**src/rtl/trng_pkg.sv**
```systemverilog
// Shared defaults and debiaser state encoding for the TRNG conditioner.
package trng_pkg;

  localparam int unsigned TRNG_DEPTH_DEF      = 16;
  localparam int unsigned TRNG_SAMPLE_DIV_DEF = 4;
  localparam int unsigned TRNG_RCT_CUTOFF_DEF = 32;

  typedef enum logic {
    VN_IDLE       = 1'b0,
    VN_HAVE_FIRST = 1'b1
  } vn_state_t;

endpackage

```
**src/rtl/trng_vn_debias.sv**
```systemverilog
// Von Neumann debiaser: pairs strobed samples, emits the first bit of each
// unequal pair and throws away equal pairs.
module trng_vn_debias
  import trng_pkg::*;
(
  input  logic clk,
  input  logic resetn,
  input  logic strobe,
  input  logic sample,
  output logic push,
  output logic push_bit
);

  vn_state_t r_state;
  vn_state_t w_state_nxt;
  logic      r_first;
  logic      w_first_nxt;

  // State and stored first bit; reset drops any half-formed pair.
  always_ff @(posedge clk or negedge resetn) begin
    if (!resetn) begin
      r_state <= VN_IDLE;
      r_first <= 1'b0;
    end else begin
      r_state <= w_state_nxt;
      r_first <= w_first_nxt;
    end
  end

  // Pairing decisions; push is only raised on the strobe that completes a pair.
  always_comb begin
    w_state_nxt = r_state;
    w_first_nxt = r_first;
    push        = 1'b0;
    push_bit    = r_first;
    case (r_state)
      VN_IDLE: begin
        if (strobe) begin
          w_first_nxt = sample;
          w_state_nxt = VN_HAVE_FIRST;
        end
      end
      VN_HAVE_FIRST: begin
        if (strobe) begin
          push        = (sample != r_first);
          w_state_nxt = VN_IDLE;
        end
      end
      default: w_state_nxt = VN_IDLE;
    endcase
  end

endmodule

```
**src/rtl/trng_conditioner.sv**
```systemverilog
// TRNG conditioner: synchronizes a ring-oscillator bit, samples it on a
// divided strobe, debiases it, runs a repetition-count health test and
// buffers the conditioned bits in a small FIFO for the consumer.
module trng_conditioner
  import trng_pkg::*;
#(
  parameter int unsigned DEPTH      = TRNG_DEPTH_DEF,
  parameter int unsigned SAMPLE_DIV = TRNG_SAMPLE_DIV_DEF,
  parameter int unsigned RCT_CUTOFF = TRNG_RCT_CUTOFF_DEF
) (
  input  logic                         clk,
  input  logic                         resetn,
  input  logic                         raw_bit,
  input  logic                         trng_req,
  output logic                         trng_bit,
  output logic [$clog2(DEPTH+1)-1:0]   fifo_level,
  output logic                         underflow,
  output logic                         health_fail
);

  localparam int unsigned AW = $clog2(DEPTH);
  localparam int unsigned LW = $clog2(DEPTH + 1);
  localparam logic [7:0]    DIV_LAST  = 8'(SAMPLE_DIV - 1);
  localparam logic [7:0]    RCT_MAX   = 8'(RCT_CUTOFF);
  localparam logic [LW-1:0] LVL_FULL  = LW'(DEPTH);

  // Run length grows by one per equal sample and sticks at the cutoff.
  function automatic logic [7:0] rep_sat_inc(input logic [7:0] cnt);
    return (cnt >= RCT_MAX) ? RCT_MAX : cnt + 8'd1;
  endfunction

  logic          r_sync_p0;
  logic          r_sync_p1;
  logic [7:0]    r_div;
  logic          w_strobe;
  logic          r_prev;
  logic [7:0]    r_rep_cnt;
  logic [7:0]    w_rep_nxt;
  logic          r_health_fail;
  logic          w_vn_push;
  logic          w_vn_bit;
  logic          w_push;
  logic          w_pop;
  logic          w_wr_en;
  logic          r_mem [DEPTH];
  logic [AW-1:0] r_wr_ptr;
  logic [AW-1:0] r_rd_ptr;
  logic [LW-1:0] r_level;
  logic          r_underflow;

  // Two-flop synchronizer for the asynchronous entropy input.
  always_ff @(posedge clk or negedge resetn) begin
    if (!resetn) begin
      r_sync_p0 <= 1'b0;
      r_sync_p1 <= 1'b0;
    end else begin
      r_sync_p0 <= raw_bit;
      r_sync_p1 <= r_sync_p0;
    end
  end

  // Sample divider; the strobe lands on the SAMPLE_DIV-th edge after release.
  always_ff @(posedge clk or negedge resetn) begin
    if (!resetn) begin
      r_div <= 8'd0;
    end else if (w_strobe) begin
      r_div <= 8'd0;
    end else begin
      r_div <= r_div + 8'd1;
    end
  end

  assign w_strobe = (r_div == DIV_LAST);

  // A zero count means no sample seen yet, so the first sample starts a run.
  always_comb begin
    w_rep_nxt = 8'd1;
    if (r_rep_cnt != 8'd0 && r_sync_p1 == r_prev) begin
      w_rep_nxt = rep_sat_inc(r_rep_cnt);
    end
  end

  // Repetition-count health test; the failure flag is sticky until reset.
  always_ff @(posedge clk or negedge resetn) begin
    if (!resetn) begin
      r_prev        <= 1'b0;
      r_rep_cnt     <= 8'd0;
      r_health_fail <= 1'b0;
    end else if (w_strobe) begin
      r_prev    <= r_sync_p1;
      r_rep_cnt <= w_rep_nxt;
      if (w_rep_nxt == RCT_MAX) begin
        r_health_fail <= 1'b1;
      end
    end
  end

  trng_vn_debias u_vn_debias (
    .clk      (clk),
    .resetn   (resetn),
    .strobe   (w_strobe),
    .sample   (r_sync_p1),
    .push     (w_vn_push),
    .push_bit (w_vn_bit)
  );

  assign w_push  = w_vn_push && !r_health_fail;
  assign w_pop   = trng_req && (r_level != '0);
  assign w_wr_en = w_push && ((r_level != LVL_FULL) || w_pop);

  // FIFO pointers and level; a health failure flushes and freezes the buffer.
  always_ff @(posedge clk or negedge resetn) begin
    if (!resetn) begin
      r_wr_ptr <= '0;
      r_rd_ptr <= '0;
      r_level  <= '0;
    end else if (r_health_fail) begin
      r_wr_ptr <= '0;
      r_rd_ptr <= '0;
      r_level  <= '0;
    end else begin
      if (w_wr_en) r_wr_ptr <= r_wr_ptr + AW'(1);
      if (w_pop)   r_rd_ptr <= r_rd_ptr + AW'(1);
      case ({w_wr_en, w_pop})
        2'b10:   r_level <= r_level + LW'(1);
        2'b01:   r_level <= r_level - LW'(1);
        default: r_level <= r_level;
      endcase
    end
  end

  // FIFO storage; contents are only ever read when the level says they are valid.
  always_ff @(posedge clk) begin
    if (w_wr_en) begin
      r_mem[r_wr_ptr] <= w_vn_bit;
    end
  end

  // Sticky underflow on any request made against an empty buffer.
  always_ff @(posedge clk or negedge resetn) begin
    if (!resetn) begin
      r_underflow <= 1'b0;
    end else if (trng_req && (r_level == '0)) begin
      r_underflow <= 1'b1;
    end
  end

  assign trng_bit    = (r_level != '0) ? r_mem[r_rd_ptr] : 1'b0;
  assign fifo_level  = r_level;
  assign underflow   = r_underflow;
  assign health_fail = r_health_fail;

endmodule

```
**config.mk**
```make
export PLATFORM = sky130hd
export DESIGN_NAME = trng_conditioner
export DESIGN_NICKNAME = d
export VERILOG_FILES = /design/src/rtl/trng_pkg.sv /design/src/rtl/trng_vn_debias.sv /design/src/rtl/trng_conditioner.sv
export SDC_FILE = /design/constraint.sdc
export NUM_CORES = 1
export LEC_CHECK = 0
export ABC_AREA = 0
export CORE_ASPECT_RATIO = 0.8
export CORE_MARGIN = 4
export CORE_UTILIZATION = 60
export DETAILED_ROUTE_END_ITERATION = 6
export MAX_ROUTING_LAYER = met4
export PLACE_DENSITY = 0.79
export SYNTH_ARGS = -nofsm -noshare
export SYNTH_HDL_FRONTEND = slang
export SYNTH_SLANG_ARGS = --single-unit
```
**constraint.sdc**
```tcl
create_clock -name clk -period 7.6 [get_ports clk]
set_input_delay 1.52 -clock clk [delete_from_list [all_inputs] [get_ports clk]]
set_output_delay 1.52 -clock clk [all_outputs]
set_load 0.03 [all_outputs]
```
==> results.py <==
metrics = {
    "grt": {
        "grt_max_degree": 37,
        "grt_pass1_vias": 1644,
        "antenna_found_initial": 0,
        "grt_pass1_wl_um": 7780,
        "grt_overflow_total": 0,
        "track_usage_pct": 19.5,
    },
    "sta": {
        "finalWorstSetupSlack_ns": 3.44,
        "max_freq_mhz": 241,
        "relSlewSlack_pct": 47.0,
        "worst_slew_pin_slew_ns": 0.795,
        "finalHoldViolCount": 0,
        "period_share_pct": 54.7,
        "finalCriticalPeriod_ns": 4.16,
        "drv_slew": 0,
        "skew_ns": 0.0100,
        "grt_setup_unrepaired": "no",
        "setup_viol": 0,
        "fin_setup_tns_ns": 0,
    },
    "synthesis": {
        "synth_cell_types": 47,
        "ys_seq_area_share_pct": 52.0,
        "ys.flop_type": "dfrtp_1",
        "synth-seq-cells": 52,
        "async_reset_ff_share_pct": 69.2,
        "synth_warnings": 0,
        "avgSynthCellArea_um2": 11.9,
        "synthCells": 223,
        "synth_fp_nets": 240,
        "synth_edf_count": 16,
        "synth.cell_area_mm2": 0.00266,
    },
    "clock_network": {
        "numCtsBuffers": 5,
        "postCtsHoldBufs": 0,
        "htree_levels": 2,
        "clk_pin_slew_ns": 0.10,
        "cts_max_path_buffers": 2,
        "cts_sinks": 52,
        "clock_latency_ns": 0.31,
        "cts_tree": "done",
        "cts_resized": 0,
        "ctsRootBufferMaster": "clkbuf_8",
        "post_cts_buffers": 0,
    },
    "floorplanning": {
        "io_pins": 12,
        "dieArea_mm2": 0.00556,
        "core-area_mm2": 0.00423,
        "die_h_um": 67.5,
        "die_x_um": 82.4,
        "start_util_pct": 62.8,
        "fp-row-count": 21,
    },
    "pwr": {
        "pwr-share-clk_pct": 18.1,
        "powerDensity_mw_per_mm2": 310,
        "switching_power_uw": 331,
        "internal-power_uw": 566,
        "power.total_uw": 897,
        "leakage_nw": 1.26,
        "p_sw_share_pct": 36.9,
        "irDropWorstVdd_v": 0.000194,
        "power_frac_seq_pct": 45.3,
        "comb_power_share_pct": 36.6,
    },
    "critical_path": {
        "crit_arrival_ns": 2.64,
        "critPathMaxFanout": 7,
        "critPathKind": "reg2out",
        "crit_path_start_kind": "flip-flop",
        "crit_required_ns": 6.08,
        "critPathCaptureType": "output pin",
    },
    "placed_design": {
        "pre_cts_ws_ns": 3.48,
        "gp_congestion": 0.832,
        "port_buffers": 11,
        "place_inst": 285,
        "hpwl_um": 3180,
    },
    "finish": {
        "fillers": 314,
        "area_growth_pct": 9.00,
        "drive_gt1_share_pct": 11.4,
        "instances_no_fill": 293,
        "nets": 252,
        "final_util_pct": 68.4,
        "n_antenna_cell": 0,
    },
    "min_path": {
        "min_path_type": "reg2reg",
    },
    "route": {
        "drc": 0,
        "drt_iter0_markers": 80,
        "finalWirelength_um": 4330,
        "post_drt_via_cell_ratio": 5.68,
        "route.vias.total": 1665,
        "postRouteAntennaNets": 0,
        "post_drt_wl_per_cell_um": 14.8,
        "drt-pass1-iter-count": 4,
    },
    "status": {
        "status": "complete, no violations",
    },
    "run": {
        "drv_cap": 0,
    },
}
power by group through the flow:
stage	Combinational [mW]	Sequential, mW	Clock [mW]
final	0.328	0.406	0.162
after global routing	0.368	0.418	0.180
after CTS	0.331	0.406	0.167
after detailed placement	0.331	0.412	0
after global placement	0.318	0.410	0
after floorplan	0.225	0.418	0
final cells by class:
class / instances / area (um^2) / share of cell area [%]
multi-input combinational: 152 / 1190 / 41.3
clock buffer: 5 / 68.8 / 2.38
clock inverter: 3 / 25.0 / 0.864
tap: 57 / 71.3 / 2.46
timing repair buffer: 11 / 105 / 3.63
inverter: 13 / 48.8 / 1.69
sequential: 52 / 1380 / 47.7
worst paths after layout:
kind | startpoint | slack [ns] | end | cells after the start
max | r_rd_ptr[0] | 3.44 | trng_bit | 4
max in group asynchronous | resetn | 5.81 | r_div[2] | 1
max reg2reg | u_vn_debias.push_bit | 4.87 | fifo_level[4] | 9
min | r_sync_p0 | 0.36 | r_sync_p1 | 0
min reg2reg | r_sync_p0 | 0.36 | r_sync_p1 | 0
min in group asynchronous | resetn | 1.28 | r_rd_ptr[3] | 1
flip-flops by register name, summed over array words and instances (netlist names):
| name | cells |
|---|---|
| r_div | 8 |
| u_vn_debias.r_state | 1 |
| r_mem | 16 |
| r_wr_ptr | 4 |
| fifo_level | 5 |
| r_rep_cnt | 8 |
| u_vn_debias.push_bit | 1 |
| health_fail | 1 |
| r_prev | 1 |
| r_sync_p1 | 1 |
| r_rd_ptr | 4 |
| r_sync_p0 | 1 |
| underflow | 1 |
Yosys cell counts, types with 2 or more instances:
cell type  count  area [um^2]
a21o_1         5         37.5
o21ai_0        7         35.0
inv_1         12         45.0
xor2_1         5         43.8
xnor2_1       10         87.6
nor3b_2        2         25.0
nand2_1       13         48.8
and2_1        12         75.1
nor2b_1        6         37.5
or4_1          2         15.0
nor3b_1        5         37.5
mux2_2         2         22.5
edfxtp_1      16          480
nor2_1        15         56.3
mux2i_1        4         40.0
clkbuf_1       4         15.0
mux4_2         5          113
and3_1         8         50.1
ha_1          12          150
o31ai_1        2         15.0
nand2b_1       2         12.5
a21oi_1        6         30.0
nand3_1        7         35.0
dfrtp_1       36          901
nor3_1         2         10.0
nand4_1        2         12.5
cells in the final DEF, fill, tap and decap left out, types with 2 or more instances in the layout:
cell,instances
dfrtp_1,36
edfxtp_1,16
nor2_1,15
nand2_1,13
inv_1,12
and2_1,12
ha_1,12
xnor2_1,10
clkdlybuf4s50_1,10
and3_1,8
nand3_1,7
o21ai_0,7
nor2b_1,6
a21oi_1,6
xor2_1,5
nor3b_1,5
mux4_2,5
a21o_1,5
clkbuf_8,5
mux2i_1,4
nor3b_2,2
or4_1,2
nand4_1,2
nor3_1,2
mux2_2,2
o31ai_1,2
nand2b_1,2
inv_6,2
metal layers:
metal  GRT usage [%]  part of all wire (%)  up-vias
li1                -                     -      814
met5               -                     0        -
met4            6.22                  0.88        0
met2            28.4                    45       36
met3            5.07                   4.4        4
met1            26.7                    50      811
worst max-delay path: stages (launching register included):
cell,delay [ns]
dfrtp_1,0.58
mux4_2,0.56
mux4_2,0.47
nor2b_1,0.14
clkdlybuf4s50_1,0.58
per-stage QoR:
stage / hold slack, ns / area, um^2
finish: 0.361 / 2900
global route: 0.364 / 2900
floorplan: 0.331 / 2660
detailed placement: 0.341 / 2800
global placement: 0.336 / 2800
CTS: 0.363 / 2900
cells by family (layout without fill, tap and decap cells):
logic type | after synthesis | after routing | share of synthesized area [%]
AO/OA/AOI/OAI | 27 | 27 | 6.64
XOR/XNOR | 15 | 15 | 4.95
adder cells (fa/ha/maj) | 13 | 13 | 6.41
buffers and inverters | 19 | 32 | 3.01
flip-flops | 52 | 52 | 52.0
multiplexers | 13 | 13 | 7.68
AND/OR/NAND/NOR | 84 | 84 | 19.3
Power figures use the tool's default switching activity.
